**config.mk**
```make
export PLATFORM = sky130hd
export DESIGN_NAME = frame_windower
export DESIGN_NICKNAME = d
export VERILOG_FILES = /design/src/rtl/frame_windower.sv
export SDC_FILE = /design/constraint.sdc
export NUM_CORES = 1
export LEC_CHECK = 0
export ABC_AREA = 1
export CAP_MARGIN = 10
export CELL_PAD_IN_SITES_DETAIL_PLACEMENT = 2
export CELL_PAD_IN_SITES_GLOBAL_PLACEMENT = 2
export CORE_MARGIN = 2
export CORE_UTILIZATION = 46
export CTS_BUF_LIST = sky130_fd_sc_hd__clkbuf_4 sky130_fd_sc_hd__clkbuf_8
export CTS_CLUSTER_SIZE = 12
export DETAILED_ROUTE_END_ITERATION = 8
export PLACE_DENSITY = 0.93
export SYNTH_ARGS = -nofsm -noshare
export SYNTH_HDL_FRONTEND = slang
export SYNTH_SLANG_ARGS = --single-unit
```
**constraint.sdc**
```tcl
create_clock -name clk -period 8.99 [get_ports clk]
set_input_delay 1.798 -clock clk [delete_from_list [all_inputs] [get_ports clk]]
set_output_delay 1.798 -clock clk [all_outputs]
set_load 0.005 [all_outputs]
```
**src/rtl/frame_windower.sv**
```systemverilog
// frame_windower: buffers PCM samples into overlapping frames and emits them
// oldest first, each multiplied by its ROM window coefficient and rounded.
module frame_windower #(
  parameter int FRAME_LEN = 16,
  parameter int ADDR_W    = 4,
  parameter int HOP       = 8,
  parameter int DATA_W    = 16
) (
  input  logic                     clk,
  input  logic                     rst_n,
  input  logic signed [DATA_W-1:0] in_data,
  input  logic                     in_valid,
  output logic                     in_ready,
  output logic        [ADDR_W-1:0] coef_addr,
  input  logic               [7:0] coef_in,
  output logic signed [DATA_W-1:0] out_data,
  output logic                     out_valid,
  input  logic                     out_ready,
  output logic                     out_last
);
  typedef enum logic {FILL, EMIT} state_t;
  localparam logic [ADDR_W-1:0] HOP_A  = ADDR_W'(HOP % FRAME_LEN);
  localparam logic [ADDR_W-1:0] LAST_A = ADDR_W'(FRAME_LEN - 1);
  localparam logic [ADDR_W:0]   FULL_C = (ADDR_W+1)'(FRAME_LEN);
  localparam logic [ADDR_W:0]   HOP_C  = (ADDR_W+1)'(HOP);
  state_t                    r_state;
  logic signed [DATA_W-1:0]  r_buf [FRAME_LEN];
  logic        [ADDR_W-1:0]  r_wptr, r_base, r_idx;
  logic        [ADDR_W:0]    r_fill;
  logic                      r_first;
  logic                      w_acc, w_load, w_fill_done;
  logic        [ADDR_W:0]    w_fill_nx;
  logic        [ADDR_W-1:0]  w_raddr;
  logic signed [DATA_W-1:0]  w_samp, w_out;
  logic signed [DATA_W+8:0]  w_prod, w_sum;
  assign in_ready    = rst_n && r_state == FILL;
  assign coef_addr   = rst_n ? r_idx : '0;
  assign w_acc       = in_valid && in_ready;
  assign w_load      = r_state == EMIT && (!out_valid || out_ready);
  assign w_fill_nx   = r_fill + (ADDR_W+1)'(1);
  // the very first frame needs a full buffer; later ones only HOP fresh samples
  assign w_fill_done = w_fill_nx == (r_first ? FULL_C : HOP_C);
  assign w_raddr     = r_base + r_idx;
  assign w_samp      = r_buf[w_raddr];
  assign w_prod      = $signed(w_samp) * $signed({1'b0, coef_in});
  assign w_sum       = w_prod + (DATA_W+9)'(128);
  assign w_out       = DATA_W'(w_sum >>> 8);
  always_ff @(posedge clk)
    if (w_acc) r_buf[r_wptr] <= in_data;
  always_ff @(posedge clk) begin
    if (!rst_n) begin
      r_state   <= FILL;
      r_wptr    <= '0;
      r_base    <= '0;
      r_fill    <= '0;
      r_idx     <= '0;
      r_first   <= 1'b1;
      out_data  <= '0;
      out_valid <= 1'b0;
      out_last  <= 1'b0;
    end else begin
      if (w_load) begin
        out_data  <= w_out;
        out_valid <= 1'b1;
        out_last  <= r_idx == LAST_A;
      end else if (out_ready) begin
        out_valid <= 1'b0;
        out_last  <= 1'b0;
      end
      if (r_state == FILL) begin
        if (w_acc) begin
          r_wptr <= r_wptr + ADDR_W'(1);
          r_fill <= w_fill_done ? '0 : w_fill_nx;
          if (w_fill_done) begin
            r_idx   <= '0;
            r_first <= 1'b0;
            r_state <= EMIT;
          end
        end
      end else if (w_load) begin
        r_idx <= r_idx + ADDR_W'(1);
        if (r_idx == LAST_A) begin
          r_base  <= r_base + HOP_A;
          r_state <= FILL;
        end
      end
    end
  end
endmodule

```
==> results.md, run 1 <==
* Die Y-Extent at approximately 190 um
* Lkg Pwr at between 0.007 and 0.008 uW
* Measured slew at the worst slew-check pin at 1.013 ns
* Global route overflow at 0
* Data arrival time of the worst path at 8.83 ns
* Count of distinct cell types in the synthesized netlist at 41
* First-pass GRT wire length at between 90000 and 100000 um
* Initial core utilization at 0.4648
* Fill cell count at between 3000 and 4000
* Register area at 8373 um2
* Hold Fails Final Rpt at 0
* Run status: finished, final reports clean
* Launching element type of the critical path: register
* Non-filler instance count after layout at 2053
* Width of the die at 190.4 um
* Min Tclk post-route at 8.254 ns
* Port buffer count at 50
* Average via count per standard cell at a little over 6
* Number of max-cap violations at 0
* Area of the placeable core at 34370 um2
* DRT Wirelength at roughly 63000 um
* Post-CTS resize count at 0
* Cell count after placement at between 1500 and 2000
* CTS hold repair buffers at 0
* CTS Root Cell: clkbuf_8
* Total DRC errors in the routed layout at 0
* Headroom to the max-slew limit at 0.3239
* Num ports at between 50 and 60
* TritonCTS clock tree: done
* Nets in the synthesized netlist at 1695
* RSZ-0062 raised after global routing: false
* Vias at approximately 13000
* Crit. End Element: register
* Die area at between 30000 and 40000 um2
* Crit share post-route at 0.9182
* Share of the yosys chip area belonging to registers at 0.5237
* H-tree levels at 2
* Routed Antenna Nets at 0
* Clock network latency to the later pin of the worst-skew pair at 0.65 ns
* Post-CTS setup buffer count at 0
* Clock buffers created by TritonCTS at 49
* Final core occ at 0.5235
* Number of diodes added for antenna fixing at 0
* Total routing resource utilization after global routing at 0.3568
* Final setup violating endpoints at 0
* Max Buffers Root-to-Sink at 3
* Peak supply drop at 0.1750 mV
* Yosys warning count at 0
* Count of routing violations after the opening detailed-route iteration at 1019
* FP Rows at 68
* Required time at the endpoint of the critical path at 9.56 ns
* Fraction of layout instances using a drive strength above 1 at 0.08824
* Multi-input gate area at 6663 um2
* Synthesized area divided by synthesized cell count at 10.64 um2
* Worst setup skew after layout at about 0.033 ns
* DP HPWL at just over 40000 um
* Antenna violations before repair at 0
* Layout area overhead at 12.62%
* Critical path fanouts, max at 68
* Average wire per standard cell at 30.79 um
* Number of global-route vias before repair at 14474
* Routability Congestion at 0.8497
* Largest net degree at the start of global routing at 77
* Kind of critical path: register to register
* Gate count of the mapped netlist at 1502
* Sink count of the clock tree at 290
* Final Slew Violations at 0
* Synth Cell Area at between 15000 and 20000 um2
* First-pass iteration count of the detailed router at 5
* PD cells at 238.7 nW/um2
* Number of storage elements in the synthesis netlist at 290
* Highest clock rate at 121.2 MHz
* Setup TNS Final at 0 ns
* Total number of nets in the final design at 1753
* Worst-path clk slew at 0.08 ns
* Hold Crit Class: register to register
[per-stage QoR]
step	instance area [um2]	hold slack [ns]	total power [uW]	worst slack [ns]
after global placement	16990	0.4722	2784	1.826
final	17990	0.5696	4295	0.7358
after floorplan	15980	0.4625	2469	2.659
after detailed placement	16990	0.5580	2983	1.254
after global routing	17990	0.5825	4501	0.4150
after CTS	17990	0.5639	4299	0.9217
[metal layers]
layer / global-route usage / wire length (um)
met2: 0.6387 / 32730
met4: 0.2132 / 3845
met1: 0.3958 / 23180
met5: 0 / 0
met3: 0.06386 / 3452
[final timing paths]
path / start / to / slack, ns / depth (start not counted)
setup reg to reg: r_idx[0] / out_data[15] / 0.74 / 22
hold / removal: out_data[10] / out_data[10] / 0.57 / 4
hold reg to reg: out_data[10] / out_data[10] / 0.57 / 4
setup / recovery: r_idx[0] / out_data[15] / 0.74 / 22
[worst max-delay path, cell delays in order (launching register included)]
cell and delay (ns):
dfxtp_4 0.79, clkinv_2 0.99, buf_4 0.61, o21ai_0 0.40
o221ai_1 0.21, o211ai_1 0.17, nand2_1 0.25, inv_1 0.26
nor2_1 0.12, fa_1 0.56, fa_1 0.49, fa_1 0.57
fa_1 0.44, ha_1 0.30, ha_1 0.37, a21o_1 0.21
a31oi_1 0.32, nor2_1 0.12, a2111oi_0 0.55, nand3_1 0.18
nand2_1 0.10, nor2_1 0.06, nor2_1 0.09
[registers in the layout, indices dropped and copies added, names as in the netlist]
| register | flops |
|---|---|
| out_valid | 1 |
| r_state | 1 |
| r_wptr | 4 |
| r_idx | 4 |
| r_buf | 256 |
| r_base | 1 |
| r_first | 1 |
| out_data | 16 |
| out_last | 1 |
| r_fill | 5 |
[layout by cell type (no fill, tap or decap), drive strengths merged, types with 3 or more instances in the layout]
master	instances
xnor2	9
clkbuf	60
nand2	183
clkdlybuf4s50	50
o22ai	15
buf	25
o21ai	142
ha	65
edfxtp	256
nand3	55
inv	185
dfxtp	34
clkinv	23
nor3	10
xor2	11
nor4	4
fa	100
a31oi	3
a21oi	27
bufinv	4
nor2	265
o211ai	15
o221ai	41
[layout make-up]
cell class                 count  area share
clock inverter                29     0.01384
multi-input combinational    959      0.3703
tap                          455     0.03164
sequential                   290      0.4653
clock buffer                  60     0.04207
timing repair buffer          75     0.03824
inverter                     185     0.03866
[where the power goes]
part	internal [uW]	switching [uW]
clock network	676	619
registers	1470	5.65
logic	528	993
[synth_stat cells]
library cell / number / area [um2]
nand2_4: 1 / 11.26
buf_6: 2 / 22.52
fa_1: 100 / 2002
a21oi_1: 27 / 135.1
o21ai_1: 1 / 5.000
nor4_1: 4 / 25.02
a2111oi_0: 1 / 8.760
xnor2_1: 8 / 70.07
clkbuf_1: 52 / 195.2
nor2_1: 264 / 991.0
o22ai_1: 15 / 93.84
a21o_1: 2 / 15.01
o21a_1: 2 / 15.01
a41oi_1: 1 / 8.760
a21boi_0: 2 / 15.01
o21ai_0: 141 / 705.7
buf_1: 4 / 15.01
a221oi_1: 1 / 8.760
dfxtp_1: 34 / 680.7
a31oi_1: 3 / 18.77
nor2_4: 1 / 11.26
o2111ai_1: 1 / 8.760
nor3_1: 10 / 50.05
inv_1: 178 / 668.1
edfxtp_1: 256 / 7687
or2_2: 1 / 6.260
buf_2: 6 / 30.03
ha_1: 65 / 813.3
xnor2_2: 1 / 16.27
nand2_1: 172 / 645.6
a211oi_1: 1 / 7.510
nand3_2: 3 / 30.03
buf_4: 4 / 30.03
inv_2: 7 / 26.28
o211ai_1: 15 / 112.6
xor2_1: 11 / 96.34
and2_1: 1 / 6.260
o21bai_1: 1 / 7.510
nand3_1: 52 / 260.3
nand2_2: 10 / 62.56
o221ai_1: 41 / 359.1
[logic make-up (layout without fill, tap and decap cells)]
| logic type | Yosys count | after routing | share of synthesized area |
|---|---|---|---|
| AND/OR/NAND/NOR | 519 | 519 | 0.1314 |
| flip-flops | 290 | 290 | 0.5237 |
| adder cells (fa/ha/maj) | 165 | 165 | 0.1762 |
| buffers and inverters | 253 | 349 | 0.06179 |
| AO/OA/AOI/OAI | 255 | 255 | 0.09546 |
| XOR/XNOR | 20 | 20 | 0.01143 |
(Power assumes the default switching activity.)
==> inputs of run 2 (changes only) <==
--- a/config.mk
+++ b/config.mk
@@ -14,6 +14,7 @@
 export CTS_BUF_LIST = sky130_fd_sc_hd__clkbuf_4 sky130_fd_sc_hd__clkbuf_8
 export CTS_CLUSTER_SIZE = 12
 export DETAILED_ROUTE_END_ITERATION = 8
+export GPL_TIMING_DRIVEN = 0
 export PLACE_DENSITY = 0.93
 export SYNTH_ARGS = -nofsm -noshare
 export SYNTH_HDL_FRONTEND = slang
==> run 2 against run 1 <==
Against the previous run:
- first-iteration DRC count increased by 43%
- total power shrank 0.16%
- sequential power barely moved
- combinational power hardly changed
- critical path depth is 4 higher
- global-route usage up 5.5 points
- sequential share of layout area decreased by 0.73 points
- largest power group unchanged
- count of clock-buffer cells in the layout unchanged
- routed wire length increased by 15%
- setup slack improved by 0.10 ns
- largest cell class unchanged
- core utilization is 0.80 points higher
- flip-flop and latch count did not move
==> results.md, run 2 (same netlist as run 1, synthesis figures left out) <==
* Run status: finished, final reports clean
* Final setup violating endpoints at 0
* Vias at 13606
* TritonCTS clock tree: done
* Headroom to the max-slew limit at 0.2905
* Setup TNS Final at 0 ns
* Worst-path clk slew at 0.07 ns
* Final Slew Violations at 0
* Required time at the endpoint of the critical path at roughly 9.6 ns
* Max Buffers Root-to-Sink at 3
* Crit share post-route at 0.9067
* First-pass iteration count of the detailed router at 7
* Clock network latency to the later pin of the worst-skew pair at 0.68 ns
* Kind of critical path: register to register
* Non-filler instance count after layout at 2111
* Total number of nets in the final design at about 1800
* Die area at between 30000 and 40000 um2
* Highest clock rate at 122.7 MHz
* Largest net degree at the start of global routing at 17
* Data arrival time of the worst path at 8.71 ns
* Count of routing violations after the opening detailed-route iteration at around 1500
* Num ports at 51
* Overall power after layout at 4288 uW
* Cell count after placement at 2020
* Measured slew at the worst slew-check pin at 1.059 ns
* Routed Antenna Nets at 0
* FP Rows at 68
* Most frequent cells in the layout: 256 x edfxtp_1, 248 x nor2_1, 178 x inv_1, 172 x nand2_1, 141 x o21ai_0
* Routability Congestion at 0.8520
* Total DRC errors in the routed layout at 0
* Lkg Pwr at roughly 0.0074 uW
* CTS hold repair buffers at 0
* Layout area overhead at 14.34%
* Hold Fails Final Rpt at 0
* PD cells at 234.7 nW/um2
* Peak supply drop at roughly 0.18 mV
* Buf/Inv on CP at 7
* Critical path fanouts, max at 10
* Clock buffers created by TritonCTS at 49
* Post-CTS resize count at 0
* Worst stage delay on the critical path at 0.64 ns
* Min Tclk post-route at 8.151 ns
* Initial core utilization at 0.4648
* Register containing the most flip-flops in the final layout: r_buf
* Average wire per standard cell at 34.55 um
* Sink count of the clock tree at 290
* Antenna violations before repair at 2
* Fraction of layout instances using a drive strength above 1 at 0.08585
* Area of the placeable core at about 34000 um2
* DRT Wirelength at 72930 um
* Critical path's slowest cell: fa_1
* First-pass GRT wire length at roughly 110000 um
* Launching element type of the critical path: register
* H-tree levels at 2
* Global route overflow at 0
* Number of max-cap violations at 0
* Worst setup skew after layout at 0.04434 ns
* Hold Crit Class: register to register
* CTS Root Cell: clkbuf_8
* Most common cell after layout, fill and taps aside: edfxtp_1
* Number of global-route vias before repair at approximately 15000
* Crit. End Element: register
* Cell class contributing the biggest share of worst-path delay: adder cells
* Die Y-Extent at ~190 um
* Regs by FF count: r_buf x256, out_data x16, r_fill x5
* RSZ-0062 raised after global routing: false
* Port buffer count at 47
* Post-CTS setup buffer count at 0
* Width of the die at about 190 um
* DP HPWL at around 47000 um
* Average via count per standard cell at approximately 6.4
* Total routing resource utilization after global routing at 0.4120
* Flip-flop count of the largest register, all copies and words added at about 260
run 2: changes by cell type in the layout (fill, tap and decap cells not counted), moves of 2 or more:
cell             before  now
buf_8                 0   14
clkdlybuf4s50_1      50   47
clkinv_2              7    9
dfxtp_1              32   34
buf_6                 0    2
buf_1                 0    4
buf_2                 0    6
buf_16                0    2
bufinv_16             4    1
diode_2               0    2
clkinvlp_4            2    0
clkbuf_1              0   52
buf_4                25    4
run 2: cell type report:
| type | count | area (um2) |
|---|---|---|
| fill | 3428 | 16100 |
| sequential | 290 | 8368 |
| multi-input combinational | 959 | 6663 |
| clock buffer | 60 | 757.0 |
| timing repair buffer | 63 | 735.7 |
| inverter | 185 | 694.4 |
| tap | 455 | 569.3 |
| buffer | 68 | 292.8 |
| clock inverter | 29 | 183.9 |
| antenna | 2 | 5.005 |
run 2: worst register-to-register path: stages (launching register included):
cell	delay [ns]
dfxtp_1	0.60
buf_4	0.30
clkbuf_1	0.47
clkbuf_1	0.59
o21ai_0	0.37
o221ai_1	0.35
nand3_1	0.17
nand2_1	0.29
nand2_1	0.19
fa_1	0.64
inv_1	0.09
fa_1	0.57
inv_1	0.12
fa_1	0.59
inv_1	0.07
fa_1	0.46
fa_1	0.49
ha_1	0.35
a21oi_1	0.26
o21a_1	0.18
o21ai_0	0.14
a221oi_1	0.37
nand2_1	0.13
nand2_1	0.08
nand3_1	0.08
nand2_1	0.08
inv_1	0.04
run 2: path summary, 6_finish.rpt:
kind	from	slack (ns)	to	depth (start not counted)
max	r_idx[1]	0.84	out_data[14]	26
min reg2reg	r_base[3]	0.53	r_base[3]	1
max reg2reg	r_idx[1]	0.84	out_data[14]	26
min	r_base[3]	0.53	r_base[3]	1
run 2: stage by stage:
stage | instance area [um2] | setup WS [ns] | hold WS [ns] | util
2_1_floorplan | 15980 | 2.659 | 0.4625 | -
3_3_place_gp | 17020 | 1.408 | 0.4732 | 0.4951
3_5_place_dp | 17320 | 1.047 | 0.5036 | 0.5040
4_1_cts | 18260 | 1.114 | 0.5419 | 0.5313
5_1_grt | 18270 | 0.7750 | 0.5575 | 0.5314
6_report | 18270 | 0.8390 | 0.5318 | 0.5315
run 2: per-layer routing:
metal | GRT usage | routed length [um] | up-vias
met1 | 0.4492 | 24790 | 6929
li1 | - | - | 5316
met2 | 0.6945 | 35500 | 938
met3 | 0.09349 | 5947 | 423
met5 | 0 | 0 | -
met4 | 0.3244 | 6698 | 0
run 2: report_power, final:
part           switching [uW]  total [uW]  leakage, uW  internal, uW
Sequential               5.31        1480      0.00258          1470
Clock                     663        1260     0.000500           594
Combinational            1020        1550      0.00429           530
==> inputs of run 3 (changes only) <==
==> constraint.sdc (replaced) <==
create_clock -name clk -period 9.75 [get_ports clk]
set_input_delay 1.95 -clock clk [delete_from_list [all_inputs] [get_ports clk]]
set_output_delay 1.95 -clock clk [all_outputs]
set_load 0.005 [all_outputs]
==> results of run 3 <==
Same layout as run 2 (identical final DEF). Status: finished, final reports clean.
Main changes from that run: setup slack after placement 1.047 ns -> 1.655 ns; setup slack after layout 0.8390 ns -> 1.599 ns; register-to-register setup slack 0.84 ns -> 1.60 ns; total power 4288 uW -> 3953 uW; worst IR drop on VDD 0.1803 mV -> 0.1663 mV
